`src/rtl/screen_pkg.sv`:
```
// Shared constants and state encoding for the Z88 screen render stage.
package screen_pkg;

    localparam int unsigned LINE_PIX = 640;
    localparam int unsigned WPL      = LINE_PIX / 4;
    localparam int unsigned NLINES   = 64;

    localparam int unsigned ATTR_HRS = 13;
    localparam int unsigned ATTR_REV = 12;
    localparam int unsigned ATTR_FLS = 11;
    localparam int unsigned ATTR_GRY = 10;
    localparam int unsigned ATTR_UND = 9;

    typedef enum logic [1:0] {
        IDLE,
        DRAIN,
        FLUSH
    } state_e;

endpackage

```
`src/rtl/screen_attr_decode.sv`:
```
// Applies attribute effects to one glyph row; output pixels are left-aligned.
module screen_attr_decode
    import screen_pkg::*;
(
    input  logic [13:0] attr_i,
    input  logic [7:0]  pix_i,
    input  logic [2:0]  row_i,
    input  logic [5:0]  line_i,
    input  logic [10:0] xpix_i,
    input  logic        flash_i,
    output logic [7:0]  pixels_o,
    output logic [3:0]  width_o
);

    logic        hrs;
    logic        is_null;
    logic [7:0]  px;
    logic [10:0] grey_base;

    always_comb begin
        hrs       = attr_i[ATTR_HRS];
        is_null   = hrs && attr_i[ATTR_REV] && attr_i[ATTR_FLS] && attr_i[ATTR_GRY];
        grey_base = xpix_i + 11'(line_i);

        px = hrs ? pix_i : {pix_i[5:0], 2'b00};
        if (attr_i[ATTR_UND] && !hrs && (row_i == 3'd7)) begin
            px = 8'hFC;
        end
        if (attr_i[ATTR_REV]) begin
            px = ~px;
        end
        if (attr_i[ATTR_FLS] && !flash_i) begin
            px = 8'h00;
        end
        // Even offsets (bits 7,5,3,1) follow the base parity, odd offsets the opposite.
        if (attr_i[ATTR_GRY]) begin
            px = px & (grey_base[0] ? 8'hAA : 8'h55);
        end

        if (is_null) begin
            pixels_o = 8'h00;
            width_o  = 4'd0;
        end else begin
            pixels_o = px & (hrs ? 8'hFF : 8'hFC);
            width_o  = hrs ? 4'd8 : 4'd6;
        end
    end

endmodule

```
`src/rtl/screen_render.sv`:
```
// Packs decoded character cells into 4-pixel VRAM words, one line at a time.
module screen_render
    import screen_pkg::*;
(
    input  logic        mck,
    input  logic        rin_n,
    input  logic        cell_vld,
    output logic        cell_rdy,
    input  logic [13:0] cell_attr,
    input  logic [7:0]  cell_pix,
    input  logic [5:0]  cell_line,
    input  logic        cell_last,
    input  logic        flash,
    output logic [13:0] vram_a,
    output logic [3:0]  vram_do,
    output logic        vram_we,
    output logic        line_done
);

    localparam logic [7:0]  WplXw = 8'(WPL);
    localparam logic [13:0] WplA  = 14'(WPL);

    state_e      state_q, state_d;
    logic [10:0] acc_q, acc_d;
    logic [3:0]  cnt_q, cnt_d;
    logic [7:0]  xw_q, xw_d;
    logic [10:0] xpix_q, xpix_d;
    logic [5:0]  line_q, line_d;
    logic        last_q, last_d;
    logic        rdy_q, rdy_d;
    logic        we_q, we_d;
    logic [13:0] a_q, a_d;
    logic [3:0]  do_q, do_d;
    logic        ld_q, ld_d;

    logic [7:0]  dec_pix;
    logic [3:0]  dec_width;
    logic        accept;
    logic        emit;
    logic [3:0]  emit_data;
    logic [13:0] addr;

    screen_attr_decode u_decode (
        .attr_i   (cell_attr),
        .pix_i    (cell_pix),
        .row_i    (cell_line[2:0]),
        .line_i   (cell_line),
        .xpix_i   (xpix_q),
        .flash_i  (flash),
        .pixels_o (dec_pix),
        .width_o  (dec_width)
    );

    assign accept = cell_vld && rdy_q;
    assign addr   = {8'd0, line_q} * WplA + {6'd0, xw_q};

    always_comb begin
        state_d   = state_q;
        acc_d     = acc_q;
        cnt_d     = cnt_q;
        xw_d      = xw_q;
        xpix_d    = xpix_q;
        line_d    = line_q;
        last_d    = last_q;
        we_d      = 1'b0;
        a_d       = a_q;
        do_d      = do_q;
        ld_d      = 1'b0;
        emit      = 1'b0;
        emit_data = acc_q[10:7];

        unique case (state_q)
            IDLE: begin
                if (accept) begin
                    // New pixels land directly behind the pending ones.
                    acc_d   = acc_q | ({dec_pix, 3'b000} >> cnt_q);
                    cnt_d   = cnt_q + dec_width;
                    xpix_d  = xpix_q + 11'(dec_width);
                    line_d  = cell_line;
                    last_d  = cell_last;
                    state_d = ((dec_width == 4'd0) && cell_last) ? FLUSH : DRAIN;
                end
            end
            DRAIN: begin
                if (cnt_q >= 4'd4) begin
                    emit  = 1'b1;
                    acc_d = acc_q << 4;
                    cnt_d = cnt_q - 4'd4;
                end
                if (cnt_d < 4'd4) begin
                    state_d = last_q ? FLUSH : IDLE;
                end
            end
            FLUSH: begin
                if (cnt_q != 4'd0) begin
                    emit  = 1'b1;
                    acc_d = '0;
                    cnt_d = '0;
                end else if (xw_q != WplXw) begin
                    emit      = 1'b1;
                    emit_data = 4'b0000;
                end else begin
                    ld_d    = 1'b1;
                    xw_d    = '0;
                    xpix_d  = '0;
                    last_d  = 1'b0;
                    state_d = IDLE;
                end
            end
            default: state_d = IDLE;
        endcase

        // Words beyond the right edge still consume the accumulator but are not written.
        if (emit && (xw_q != WplXw)) begin
            we_d = 1'b1;
            a_d  = addr;
            do_d = emit_data;
            xw_d = xw_q + 8'd1;
        end

        rdy_d = (state_d == IDLE);
    end

    always_ff @(posedge mck or negedge rin_n) begin
        if (!rin_n) begin
            state_q <= IDLE;
            acc_q   <= '0;
            cnt_q   <= '0;
            xw_q    <= '0;
            xpix_q  <= '0;
            line_q  <= '0;
            last_q  <= 1'b0;
            rdy_q   <= 1'b0;
            we_q    <= 1'b0;
            a_q     <= '0;
            do_q    <= '0;
            ld_q    <= 1'b0;
        end else begin
            state_q <= state_d;
            acc_q   <= acc_d;
            cnt_q   <= cnt_d;
            xw_q    <= xw_d;
            xpix_q  <= xpix_d;
            line_q  <= line_d;
            last_q  <= last_d;
            rdy_q   <= rdy_d;
            we_q    <= we_d;
            a_q     <= a_d;
            do_q    <= do_d;
            ld_q    <= ld_d;
        end
    end

    assign cell_rdy  = rdy_q;
    assign vram_we   = we_q;
    assign vram_a    = a_q;
    assign vram_do   = do_q;
    assign line_done = ld_q;

endmodule

```
`config.mk`:
```
export PLATFORM = sky130hd
export DESIGN_NAME = screen_render
export DESIGN_NICKNAME = d
export VERILOG_FILES = /design/src/rtl/screen_pkg.sv /design/src/rtl/screen_attr_decode.sv /design/src/rtl/screen_render.sv
export SDC_FILE = /design/constraint.sdc
export NUM_CORES = 1
export LEC_CHECK = 0
export ABC_AREA = 1
export BUFFER_PORTS_ARGS = -buffer_cell sky130_fd_sc_hd__buf_2
export CAP_MARGIN = 10
export CORE_MARGIN = 4
export CORE_UTILIZATION = 49
export DETAILED_ROUTE_END_ITERATION = 16
export PLACE_DENSITY = 0.69
export SYNTH_ARGS = -nofsm -noshare
export SYNTH_HDL_FRONTEND = slang
export SYNTH_HIERARCHICAL = 1
export SYNTH_SLANG_ARGS = --single-unit
export TNS_END_PERCENT = 5
```
`constraint.sdc`:
```
create_clock -name mck -period 4.3 [get_ports mck]
set_clock_uncertainty 0.1 [all_clocks]
set_input_delay 1.075 -clock mck [delete_from_list [all_inputs] [get_ports mck]]
set_output_delay 1.075 -clock mck [all_outputs]
set_load 0.01 [all_outputs]
```
== After elaboration in Yosys (flattened, before gate mapping) ==
Index checks and enable logic that the tools add are counted.

* Word-level logic and storage cells: 109
* Output and inout port bits: 21
* Bits in registers: 64

* Bitwise gates (word level): 4
* Shifts and indexed selects: 1
* $lt $le $gt $ge: 2
* Add/sub/neg operators: 6
* Eq/ne operators: 11
* Multiply operators: 1
* Reduce and logical (&&, ||, !) cells: 23
* Mux-type cells: 49

{| class="wikitable"
|+ Operators with widths
! cell !! count
|-
| 8-bit two-way mux || 11
|-
| 11-bit two-way mux || 6
|-
| 4-bit two-way mux || 9
|-
| 11-bit one-hot mux with 3 select lines || 1
|-
| 11-bit one-hot mux with 2 select lines || 1
|-
| 8-bit AND || 2
|-
| 14-bit by 8-bit adder with 14-bit output || 1
|-
| 2-bit two-way mux || 7
|-
| 4-bit one-hot mux with 3 select lines || 1
|-
| 11-bit by 4-bit adder with 11-bit output || 1
|-
| 11-bit OR || 1
|-
| 11-bit by 4-bit >> shifter with 11-bit output || 1
|-
| 1-bit two-way mux || 10
|-
| 2-bit != test (second input constant) || 5
|-
| 1-bit logical AND || 9
|-
| 6-bit by 3-bit multiplier with 9-bit output (second input constant) || 1
|-
| 8-bit by 1-bit adder with 8-bit output (second input constant) || 1
|-
| 8-bit != test (second input constant) || 1
|-
| 8-bit inverter || 1
|-
| 4-bit AND reduction || 2
|-
| 2-bit one-hot mux with 3 select lines || 1
|-
| 3-bit AND reduction || 2
|-
| 4-bit adder || 1
|-
| 4-bit by 3-bit >= comparator with 1-bit output (second input constant) || 1
|-
| other kinds (15) || 20
|}

== Depth between registers and ports, before layout ==
Gate-level depths: netlist of the first run.

* Depth after elaboration: 15
* Gate-level depth with buffers: 18
* Gate-level depth less buffers: 18

== By module ==
Netlist of the first run, hierarchy kept.

{| class="wikitable"
|+ Modules (own cells, without submodules)
! module !! sequential area each (sq um) !! area an instance (sq um) !! instances !! cells an instance
|-
| screen_render || 1,601.5 || 4,161.5 || 1 || 556
|-
| screen_attr_decode || 0.0 || 382.9 || 1 || 81
|}

== Worst setup path after synthesis of the first run ==
No wires, ideal clock.

* Path kind: input-to-reg
* From: input cell_attr[13]
* To: register xpix_q[4]
* Path buffers: 0
* Arrival time: 2,393 ps
* Path slack: 1,681 ps
* Cell stages on the path: 9
* Setup time: 126 ps
* Cells stage by stage: inv_2 > a31oi_1 > ha_1 > a21oi_1 > nand2_1 > xor2_1 > nor2_1 > nand2_1 > o21ai_0

* Longest elaborated chain between the ends: 7

{| class="wikitable"
|+ Ends and longest elaborated chain
! what !! RTL line !! text
|-
| from (decl) || screen_render.sv:9 || <nowiki>input logic [13:0] cell_attr,</nowiki>
|-
| 1-bit logical AND (3 in series) || screen_attr_decode.sv:22 || <nowiki>is_null = hrs && attr_i[ATTR_REV] && attr_i[ATTR_FLS] && attr_i[ATTR_GRY];</nowiki>
|-
| 4-bit two-way mux * || screen_attr_decode.sv:40 || <nowiki>if (is_null) begin</nowiki>
|-
| via dec_width[3] || screen_render.sv:37 || <nowiki>logic [3:0] dec_width;</nowiki>
|-
| 11-bit by 4-bit adder with 11-bit output * || screen_render.sv:78 || <nowiki>xpix_d = xpix_q + 11'(dec_width);</nowiki>
|-
| 11-bit two-way mux * || screen_render.sv:74 || <nowiki>if (accept) begin</nowiki>
|-
| 11-bit one-hot mux with 2 select lines * || screen_render.sv:72 || <nowiki>unique case (state_q)</nowiki>
|-
| to (signal assigned) || screen_render.sv:143 || <nowiki>xpix_q <= xpix_d;</nowiki>
|-
| to (decl) || screen_render.sv:27 || <nowiki>logic [10:0] xpix_q, xpix_d;</nowiki>
|}

The timed path passes the listed nets; every way through them passes the cells marked *. The select of a mux whose other input is x is not followed.
A chain may end at the register's enable or synchronous reset.

== Worst setup path in the final report of the first run ==
* From: input cell_attr[13]
* To: register acc_q[1]

* Longest elaborated chain between the ends: 15

{| class="wikitable"
|+ Ends and longest elaborated chain
! what !! RTL line !! text
|-
| 1-bit logical NOT || screen_attr_decode.sv:26 || <nowiki>if (attr_i[ATTR_UND] && !hrs && (row_i == 3'd7)) begin</nowiki>
|-
| 1-bit logical AND (2 in series) || screen_attr_decode.sv:26 ||
|-
| 8-bit two-way mux || screen_attr_decode.sv:26 ||
|-
| 8-bit inverter || screen_attr_decode.sv:30 || <nowiki>px = ~px;</nowiki>
|-
| 8-bit two-way mux || screen_attr_decode.sv:29 || <nowiki>if (attr_i[ATTR_REV]) begin</nowiki>
|-
| 8-bit two-way mux || screen_attr_decode.sv:32 || <nowiki>if (attr_i[ATTR_FLS] && !flash_i) begin</nowiki>
|-
| 8-bit AND || screen_attr_decode.sv:37 || <nowiki>px = px & (grey_base[0] ? 8'hAA : 8'h55);</nowiki>
|-
| 8-bit two-way mux || screen_attr_decode.sv:36 || <nowiki>if (attr_i[ATTR_GRY]) begin</nowiki>
|-
| 8-bit AND || screen_attr_decode.sv:44 || <nowiki>pixels_o = px & (hrs ? 8'hFF : 8'hFC);</nowiki>
|-
| 8-bit two-way mux * || screen_attr_decode.sv:40 ||
|-
| via dec_pix[7] || screen_render.sv:36 || <nowiki>logic [7:0] dec_pix;</nowiki>
|-
| 11-bit by 4-bit >> shifter with 11-bit output * || screen_render.sv:76 || <nowiki>acc_d = acc_q | ({dec_pix, 3'b000} >> cnt_q);</nowiki>
|-
| 11-bit OR * || screen_render.sv:76 ||
|-
| 11-bit two-way mux * || screen_render.sv:74 ||
|-
| 11-bit one-hot mux with 3 select lines * || screen_render.sv:72 ||
|-
| to (signal assigned) || screen_render.sv:127 || <nowiki>acc_q <= '0;</nowiki>
|-
| to (signal assigned) || screen_render.sv:140 || <nowiki>acc_q <= acc_d;</nowiki>
|-
| to (decl) || screen_render.sv:24 || <nowiki>logic [10:0] acc_q, acc_d;</nowiki>
|}

Marks and branches as above.

==> results by group, run 1 <==
Synth
  – Syn_area_per_cell: 7.18 um^2
  – Syn Nets: 590
  – Post-Syn Area: 3820 um^2
  – Yosys Warn Count: 6
  – Cells after Synth: 533

Power
  – Leak Pwr: 2.32 nW
  – Clock power share: 0.108
  – Net Switching: 1.31 mW
  – Pwr Density: 660 nW/um^2
  – Peak supply drop: 0.182 mV
  – Logic pwr share: 0.561
  – Switch share: 0.480
  – Reg power frac: 0.330
  – Internal power: 1.41 mW
  – Final Power: 2.72 mW

Worst setup path
  – Worst-path maximum fanout: 11
  – Crit Reg-Reg Startpoint: cnt_q[1]$_DFFE_PN0P_
  – WP data arrival: 2850 ps
  – Critical Path Sink Type: flop
  – Critical Path RT: 4430 ps
  – Kind of critical path: primary input to flop
  – Reg2reg end: vram_a[5]$_DFFE_PN0P_
  – R2R depth: 10
  – Startpoint Class: primary input
  – Slack of the worst reg-to-reg path: 1630 ps
  – Worst Setup SP: cell_attr[13]

Global routing
  – Gr usage total: 0.185
  – Largest net degree at the start of global routing: 41
  – Total gr overflow: 0
  – Initial antenna violation count: 0
  – Global-route wire length before repair: 13.9 mm
  – Vias in the first global route: 3151

Timing
  – RSZ-0062 raised after global routing: no
  – Pins Over Slew Limit: 0
  – Setup TNS: 0 ps
  – Final Hold Fails: 0
  – Max-Slew Margin vs Limit: 0.477
  – Worst-Margin Slew: 785 ps
  – Maximum clock frequency: 369 MHz
  – Period utilization: 0.631
  – Endpoints failing setup: 0
  – Minimum clock period: 2710 ps

Cells and area
  – Finished Layout Cells: 665
  – Multi-input logic area: 2100 um^2
  – Ant diodes: 0
  – Commonest non-fill, non-tap cell in the layout: nand2_1
  – Fillers: 749
  – Register area: 1350 um^2
  – Util after Layout: 0.557
  – Nets@finish: 622
  – Area Overhead vs Synth: 7.82%
  – Layout cells sized above 1: 0.147
  – Commonest non-fill, non-tap cells in the layout: 187 x nand2_1, 60 x nand3_1, 54 x dfrtp_1

Clock tree
  – CTS Buffer Depth: 2
  – Clock Sinks: 54
  – Hold Buf Count CTS: 0
  – Worst-skew pair later-pin latency: 300 ps
  – Post-CTS setup repair buffer count: 0
  – Clock slew at reported path FFs: 100 ps
  – CTS tree: yes
  – CTS H-tree depth: 2
  – PostCTS Resize Cnt: 0
  – Total CTS buffers: 5
  – Root Driver: clkbuf_8

Floorplan
  – Core area: 7410 um^2
  – Initial Util: 0.516
  – # IOs: 54
  – Chip Width: 96.4 um
  – Die area: 9280 um^2
  – Rows: 31
  – Die H: 96.4 um

Worst hold path
  – Worst hold path type: flop to flop
  – Hold path cells: 2
  – Hold Crit Start: vram_a[0]$_DFFE_PN0P_
  – Min-Delay Endpoint: vram_a[0]$_DFFE_PN0P_

Job
  – MaxCap Viol Count: 0

Placed design
  – Cells after DPL: 657
  – HPWL after DPL: 6.31 mm
  – Port bufs: 44
  – Routability congestion estimate: 0.868

Detailed routing
  – Total wire length after detailed routing: 8.06 mm
  – WL/cell: 12.1 um
  – Drt first pass iters: 5
  – Post-DRT Antenna Nets: 0
  – 1st-iter DRT viols: 120
  – DRC: 0
  – Via-per-instance ratio: 5.07
  – Routed via count: 3374

Outcome
  – Status: completed
[through the flow]
| step | cell area, um^2 | worst slack (ps) | hold slack (ps) |
|---|---|---|---|
| after global routing | 4120 | 1270 | 412 |
| after detailed placement | 4030 | 1270 | 363 |
| after floorplan | 3820 | 1770 | 349 |
| after CTS | 4120 | 1590 | 387 |
| after global placement | 4030 | 1300 | 348 |
| final | 4120 | 1590 | 387 |
[layout make-up]
class,count,area share
clock inverter,2,0.00303
inverter,60,0.0546
clock buffer,6,0.0200
sequential,54,0.328
timing repair buffer,45,0.0552
tap,99,0.0300
multi-input combinational,399,0.509
[power groups by stage]
stage	logic (mW)	clock network (mW)	registers, mW
global placement	1.48	0	0.901
detailed placement	1.53	0	0.910
global route	1.77	0.326	0.932
floorplan	1.24	0	0.882
CTS	1.54	0.305	0.901
finish	1.53	0.295	0.899
[worst max-delay path by stage]
stage,to,slack (ps),depth (start not counted)
after floorplan,acc_q[2]$_DFFE_PN0P_,1770,13
after detailed placement,acc_q[1]$_DFFE_PN0P_,1270,17
after CTS,acc_q[1]$_DFFE_PN0P_,1590,17
after global routing,acc_q[1]$_DFFE_PN0P_,1270,15
after global placement,acc_q[1]$_DFFE_PN0P_,1300,15
final,acc_q[1]$_DFFE_PN0P_,1590,17
[critical path, stage by stage]
cell     delay (ps)
buf_2           180
inv_2           140
nand2_4          90
inv_2            30
nand2_2         150
nand2_1          70
nand2_1          60
nand2_1          50
nor2_1          240
nand2_1         110
nand2_1          80
nand2_1          70
nor2_1          140
nand2_1          80
nand3_1         100
nand2_1          50
a21oi_1         130
[state kept, by name, summed over array words and instances (netlist names)]
register / flops
acc_q: 11
cell_rdy: 1
cnt_q: 4
last_q: 1
line_done: 1
line_q: 6
state_q: 2
vram_a: 14
vram_do: 4
vram_we: 1
xpix_q: 1
xw_q: 8
[routing by layer]
layer	vias to the layer above	track usage	part of all wire
met3	9	0.0203	0.036
li1	1757	-	-
met5	-	0	0
met4	0	0.0479	0.011
met2	64	0.325	0.49
met1	1544	0.240	0.47
Power figures use the tool's default switching activity.
==> run 2, diff against run 1 <==
Clock period 4.3 ns to 2.8 ns, I/O delays scaled along.
==> results by group, run 2 (same netlist as run 1, synthesis figures left out) <==
Outcome
  – Status: completed

Global routing
  – Initial antenna violation count: 0 (unchanged)
  – Gr usage total: 0.190 (+0.00559)
  – Global-route wire length before repair: 14.1 mm (+1.2%)
  – Total gr overflow: 0 (unchanged)
  – Met1 Use GR: 0.237 (-0.00342)
  – Met3 Use GR: 0.0297 (+0.00938)
  – Global route hottest layer: met2
  – Vias in the first global route: 3249 (+3.1%)
  – Largest net degree at the start of global routing: 55 (+34%)
  – Met2 usage: 0.334 (+0.00920)

Worst hold path
  – Hold path cells: 2 (unchanged)
  – Worst hold path type: flop to flop
  – Hold Crit Start: vram_a[0]$_DFFE_PN0P_
  – Min-Delay Endpoint: vram_a[0]$_DFFE_PN0P_

Clock tree
  – Root Driver: clkbuf_8
  – CTS H-tree depth: 2 (unchanged)
  – Worst-skew pair later-pin latency: 320 ps (+20 ps)
  – Total CTS buffers: 5 (unchanged)
  – Clock Sinks: 54 (unchanged)
  – Post-CTS setup repair buffer count: 0 (unchanged)
  – Hold Buf Count CTS: 0 (unchanged)
  – Clock slew at reported path FFs: 90 ps (about the same)
  – CTS Buffer Depth: 2 (unchanged)
  – PostCTS Resize Cnt: 0 (unchanged)
  – CTS tree: yes

Worst setup path
  – Startpoint Class: flop
  – Worst-path maximum fanout: 4 (-7)
  – Crit-path cells: ha_1 > ha_1 > fa_1 > nand2_1 > inv_1 > nand2_1 > nor2_1 > nand2_1 > nand2_1 > nand2_1 > nand2_1 > nand2_1
  – Max stage delay cell, worst path: fa_1
  – Most used cell, CP: nand2_1
  – Reg2reg end: vram_a[12]$_DFFE_PN0P_
  – Critical Path RT: 2910 ps (-1520 ps)
  – Crit Reg-Reg Startpoint: line_q[1]$_DFFE_PN0P_
  – Max stage delay on crit path: 520 ps (+280 ps)
  – Kind of critical path: flop to flop
  – Slack of the worst reg-to-reg path: 430 ps (-1200 ps)
  – R2R depth: 12 (+2)
  – WP data arrival: 2490 ps (-360 ps)
  – Critical Path Sink Type: flop

Timing
  – RSZ-0062 raised after global routing: no
  – Setup TNS: 0 ps (unchanged)
  – Pins Over Slew Limit: 0 (unchanged)
  – Max-Slew Margin vs Limit: 0.534 (+0.0570)
  – Worst-Margin Slew: 699 ps (-85.5 ps)
  – Endpoints failing setup: 0 (unchanged)
  – Final Worst Setup Slack: 428 ps (-1160 ps)
  – Minimum clock period: 2370 ps
  – Final Hold Fails: 0 (unchanged)
  – Period utilization: 0.847
  – Maximum clock frequency: 422 MHz

Power
  – Leak Pwr: 2.35 nW (+1.0%)
  – Pwr Density: 1030 nW/um^2 (+56%)
  – Peak supply drop: 0.347 mV (+90%)

Floorplan
  – Core area: 7410 um^2 (unchanged)
  – Initial Util: 0.516 (unchanged)
  – Chip Width: 96.4 um (unchanged)
  – Die H: 96.4 um (unchanged)
  – Die area: 9280 um^2 (unchanged)
  – Rows: 31 (unchanged)
  – # IOs: 54 (unchanged)

Cells and area
  – Fillers: 731 (-2.4%)
  – Layout cells sized above 1: 0.149 (+0.00248)
  – Commonest non-fill, non-tap cell in the layout: nand2_1
  – Area Overhead vs Synth: 8.90%
  – Commonest non-fill, non-tap cells in the layout: 187 x nand2_1, 60 x nand3_1, 54 x dfrtp_1
  – Max FFs per register: 14 (unchanged)
  – Ant diodes: 0 (unchanged)
  – Nets@finish: 626 (+0.64%)

Placed design
  – Pre-CTS setup slack: 116 ps (-1160 ps)
  – Routability congestion estimate: 0.862 (-0.71%)
  – HPWL after DPL: 6.28 mm (-0.47%)
  – Port bufs: 44 (unchanged)

Detailed routing
  – Routed via count: 3362 (-0.36%)
  – Total wire length after detailed routing: 8.10 mm (+0.56%)
  – DRC: 0 (unchanged)
  – Drt first pass iters: 4 (-1)
  – 1st-iter DRT viols: 166 (+38%)
  – Via-per-instance ratio: 5.03 (-0.95%)
  – WL/cell: 12.1 um (about the same)
  – Post-DRT Antenna Nets: 0 (unchanged)

Job
  – MaxCap Viol Count: 0 (unchanged)
run 2: cell count changes in the layout (fill, tap and decap cells not counted), sizes merged:
| cell | before | now |
|---|---|---|
| buf | 45 | 49 |
| clkinv | 2 | 1 |
| clkbuf | 6 | 7 |
| clkinvlp | 1 | 0 |
| bufinv | 0 | 1 |
run 2: routing by layer:
metal	vias to the layer above	part of all wire	wire, um
met5	-	0	0
met4	0	0.017	140
met3	13	0.036	293
met2	61	0.48	3900
met1	1522	0.46	3770
li1	1766	-	-
run 2: cell type report:
cell class                 count  area (um^2)  area share
clock inverter                 1         30.0     0.00721
inverter                      60          225      0.0541
multi-input combinational    399         2100       0.504
tap                           99          124      0.0297
clock buffer                   7         76.3      0.0183
timing repair buffer          49          258      0.0619
sequential                    54         1350       0.324
run 2: where the power goes:
| group | leakage, nW | switching [mW] | internal [mW] |
|---|---|---|---|
| clock | 0.0524 | 0.259 | 0.268 |
| sequential | 0.687 | 0.276 | 1.10 |
| combinational | 1.61 | 1.48 | 0.903 |
run 2: worst max path at each step:
stage                          startpoint                      to  cells after the start
finish              line_q[1]$_DFFE_PN0P_  vram_a[12]$_DFFE_PN0P_                     12
global route                cell_attr[13]    acc_q[9]$_DFFE_PN0P_                     17
CTS                 line_q[1]$_DFFE_PN0P_  vram_a[12]$_DFFE_PN0P_                     12
detailed placement          cell_attr[13]    acc_q[1]$_DFFE_PN0P_                     17
global placement            cell_attr[13]    acc_q[1]$_DFFE_PN0P_                     15
floorplan           line_q[1]$_DFFE_PN0P_  vram_a[12]$_DFFE_PN0P_                     12
run 2: per-stage QoR:
step                utilization  area, um^2  hold slack (ps)  std cells  total power [mW]
floorplan                     -        3820              304        533              3.26
global placement          0.548        4060              349        661              3.70
detailed placement        0.548        4060              353        661              3.78
CTS                       0.562        4170              377        669              4.32
global route              0.562        4170              409        669              4.74
finish                    0.562        4170              371        669              4.29
run 2: worst max-delay path: cells and delay by family (launching register included):
| family | cells | cell delay [ps] |
|---|---|---|
| adder cells (fa/ha/maj) | 3 | 1100 |
| AND/OR/NAND/NOR | 8 | 530 |
| flip-flops | 1 | 460 |
| buffers and inverters | 1 | 70 |
==> run 3, diff against run 2 <==
Settings changed: PLACE_DENSITY 0.69 to 0.72.
Clock period 2.8 ns to 2 ns, I/O delays scaled along.
==> results by group, run 3 (same netlist as run 1, synthesis figures left out) <==
Detailed routing
  – WL/cell: 12.4 um (+2.5%)
  – Via-per-instance ratio: 5.06 (+0.65%)
  – 1st-iter DRT viols: 163 (-1.8%)
  – DRC: 0 (unchanged)
  – Drt first pass iters: 6 (+2)
  – Post-DRT Antenna Nets: 0 (unchanged)
  – Routed via count: 3586 (+6.7%)
  – Total wire length after detailed routing: 8.80 mm (+8.7%)

Worst setup path
  – Kind of critical path: flop to flop
  – Critical Path RT: 2110 ps (-800 ps)
  – Worst-path maximum fanout: 2 (-2)
  – WP data arrival: 2270 ps (-220 ps)
  – Startpoint Class: flop
  – Critical Path Sink Type: flop

Floorplan
  – # IOs: 54 (unchanged)
  – Chip Width: 96.4 um (unchanged)
  – Die H: 96.4 um (unchanged)
  – Initial Util: 0.516 (unchanged)
  – Core area: 7410 um^2 (unchanged)
  – Die area: 9280 um^2 (unchanged)
  – Rows: 31 (unchanged)

Clock tree
  – Clock slew at reported path FFs: 100 ps (about the same)
  – CTS H-tree depth: 2 (unchanged)
  – Total CTS buffers: 5 (unchanged)
  – Worst-skew pair later-pin latency: 300 ps (-20 ps)
  – CTS Buffer Depth: 2 (unchanged)
  – Root Driver: clkbuf_8
  – Hold Buf Count CTS: 0 (unchanged)
  – CTS tree: yes
  – Clock Sinks: 54 (unchanged)

Global routing
  – Total gr overflow: 0 (unchanged)
  – Gr usage total: 0.200 (+0.0104)
  – Global-route wire length before repair: 14.9 mm (+6.0%)
  – Initial antenna violation count: 0 (unchanged)
  – Vias in the first global route: 3423 (+5.4%)
  – Largest net degree at the start of global routing: 55 (unchanged)

Timing
  – RSZ-0062 raised after global routing: yes
  – Final Worst Setup Slack: -158 ps (-587 ps)
  – Minimum clock period: 2160 ps (-213 ps)
  – Period utilization: 1.08 (+0.232)
  – Final Hold Fails: 0 (unchanged)
  – Endpoints failing setup: 4 (+4)
  – Min Hold Slack: 74.3 ps (-297 ps)
  – Maximum clock frequency: 463 MHz (+9.9%)
  – Pins Over Slew Limit: 0 (unchanged)

Placed design
  – Pre-CTS setup slack: -209 ps (-325 ps)
  – Routability congestion estimate: 0.889 (+3.2%)
  – Port bufs: 44 (unchanged)
  – Area after DPL: 4370 um^2 (+7.6%)
  – HPWL after DPL: 6.49 mm (+3.4%)

Job
  – MaxCap Viol Count: 0 (unchanged)

Cells and area
  – Commonest non-fill, non-tap cell in the layout: nand2_1
  – Max FFs per register: 14 (unchanged)
  – Final Instance Area: 4660 um^2 (+12%)
  – Ant diodes: 0 (unchanged)
  – Commonest non-fill, non-tap cells in the layout: 183 x nand2_1, 54 x dfrtp_1, 50 x nand3_1
  – Nets@finish: 666 (+6.4%)
  – Layout cells sized above 1: 0.259 (+0.110)
  – Area Overhead vs Synth: 21.8%

Power
  – Peak supply drop: 0.543 mV (+57%)
  – Leak Pwr: 2.58 nW (+9.8%)
  – Pwr Density: 1460 nW/um^2 (+42%)

Outcome
  – Failing checks: negative setup slack
  – Status: finished with violations

Worst hold path
  – Worst hold path type: primary input to asynchronous set/reset pin
[run 3: cell types whose count changed in the layout (fill, tap and decap cells not counted), sizes merged]
cell      change
buf          +40
clkbuf        -1
clkinvlp      +1
[run 3: worst paths after layout]
path | to | slack [ps] | cells past startpoint | from
max | vram_a[12]$_DFFE_PN0P_ | -160 | 12 | line_q[3]$_DFFE_PN0P_
min | vram_a[7]$_DFFE_PN0P_ | 70 | 2 | rin_n
max reg2reg | vram_a[12]$_DFFE_PN0P_ | -160 | 12 | line_q[3]$_DFFE_PN0P_
min reg2reg | vram_do[2]$_DFFE_PN0P_ | 380 | 2 | vram_do[2]$_DFFE_PN0P_
max in group asynchronous | cell_rdy$_DFF_PN0_ | 1470 | 2 | rin_n
min in group mck | line_q[3]$_DFFE_PN0P_ | 300 | 3 | cell_line[3]
[run 3: what timing repair did]
action,in CTS,in global routing
buffers inserted,0,1
gates resized for setup,10,31
pin swaps,6,13
setup endpoints to repair,6,25
[run 3: power by group]
group          internal [mW]  switching, mW  total [mW]
clock network          0.374          0.363       0.737
logic                   1.75           2.47        4.22
registers               1.54          0.290        1.83
[run 3: layer usage]
layer	up-vias	GRT usage	wire, um
li1	1838	-	-
met1	1659	0.252	3940
met2	83	0.355	4390
met3	6	0.0313	395
met4	0	0.0549	79
met5	-	0	0
[run 3: metrics by stage]
step	std cells	TNS (ps)	power, mW	utilization
after floorplan	533	-328	4.57	-
after detailed placement	700	-2380	5.65	0.589
after global placement	700	-2150	5.51	0.589
after global routing	709	-1280	7.47	0.629
after CTS	708	-405	6.55	0.610
final	709	-502	6.79	0.629
[run 3: critical path, stage by stage, from the launching register on]
cell and delay [ps]:
dfrtp_1 420, ha_4 260, ha_4 170, fa_2 550, nand2_2 50, inv_2 60
nand2_2 60, nor2_2 130, nand2_1 60, nand2_1 60, nand2_1 50, nand2_1 50
nand2_1 50
[run 3: final cells by class]
type | instances | area (um^2)
clock buffers | 6 | 72.6
clock inverters | 2 | 37.5
fillers | 678 | 2750
inverters | 60 | 228
multi-input cells | 399 | 2270
flip-flops and latches | 54 | 1350
well taps | 99 | 124
repair buffers | 89 | 571
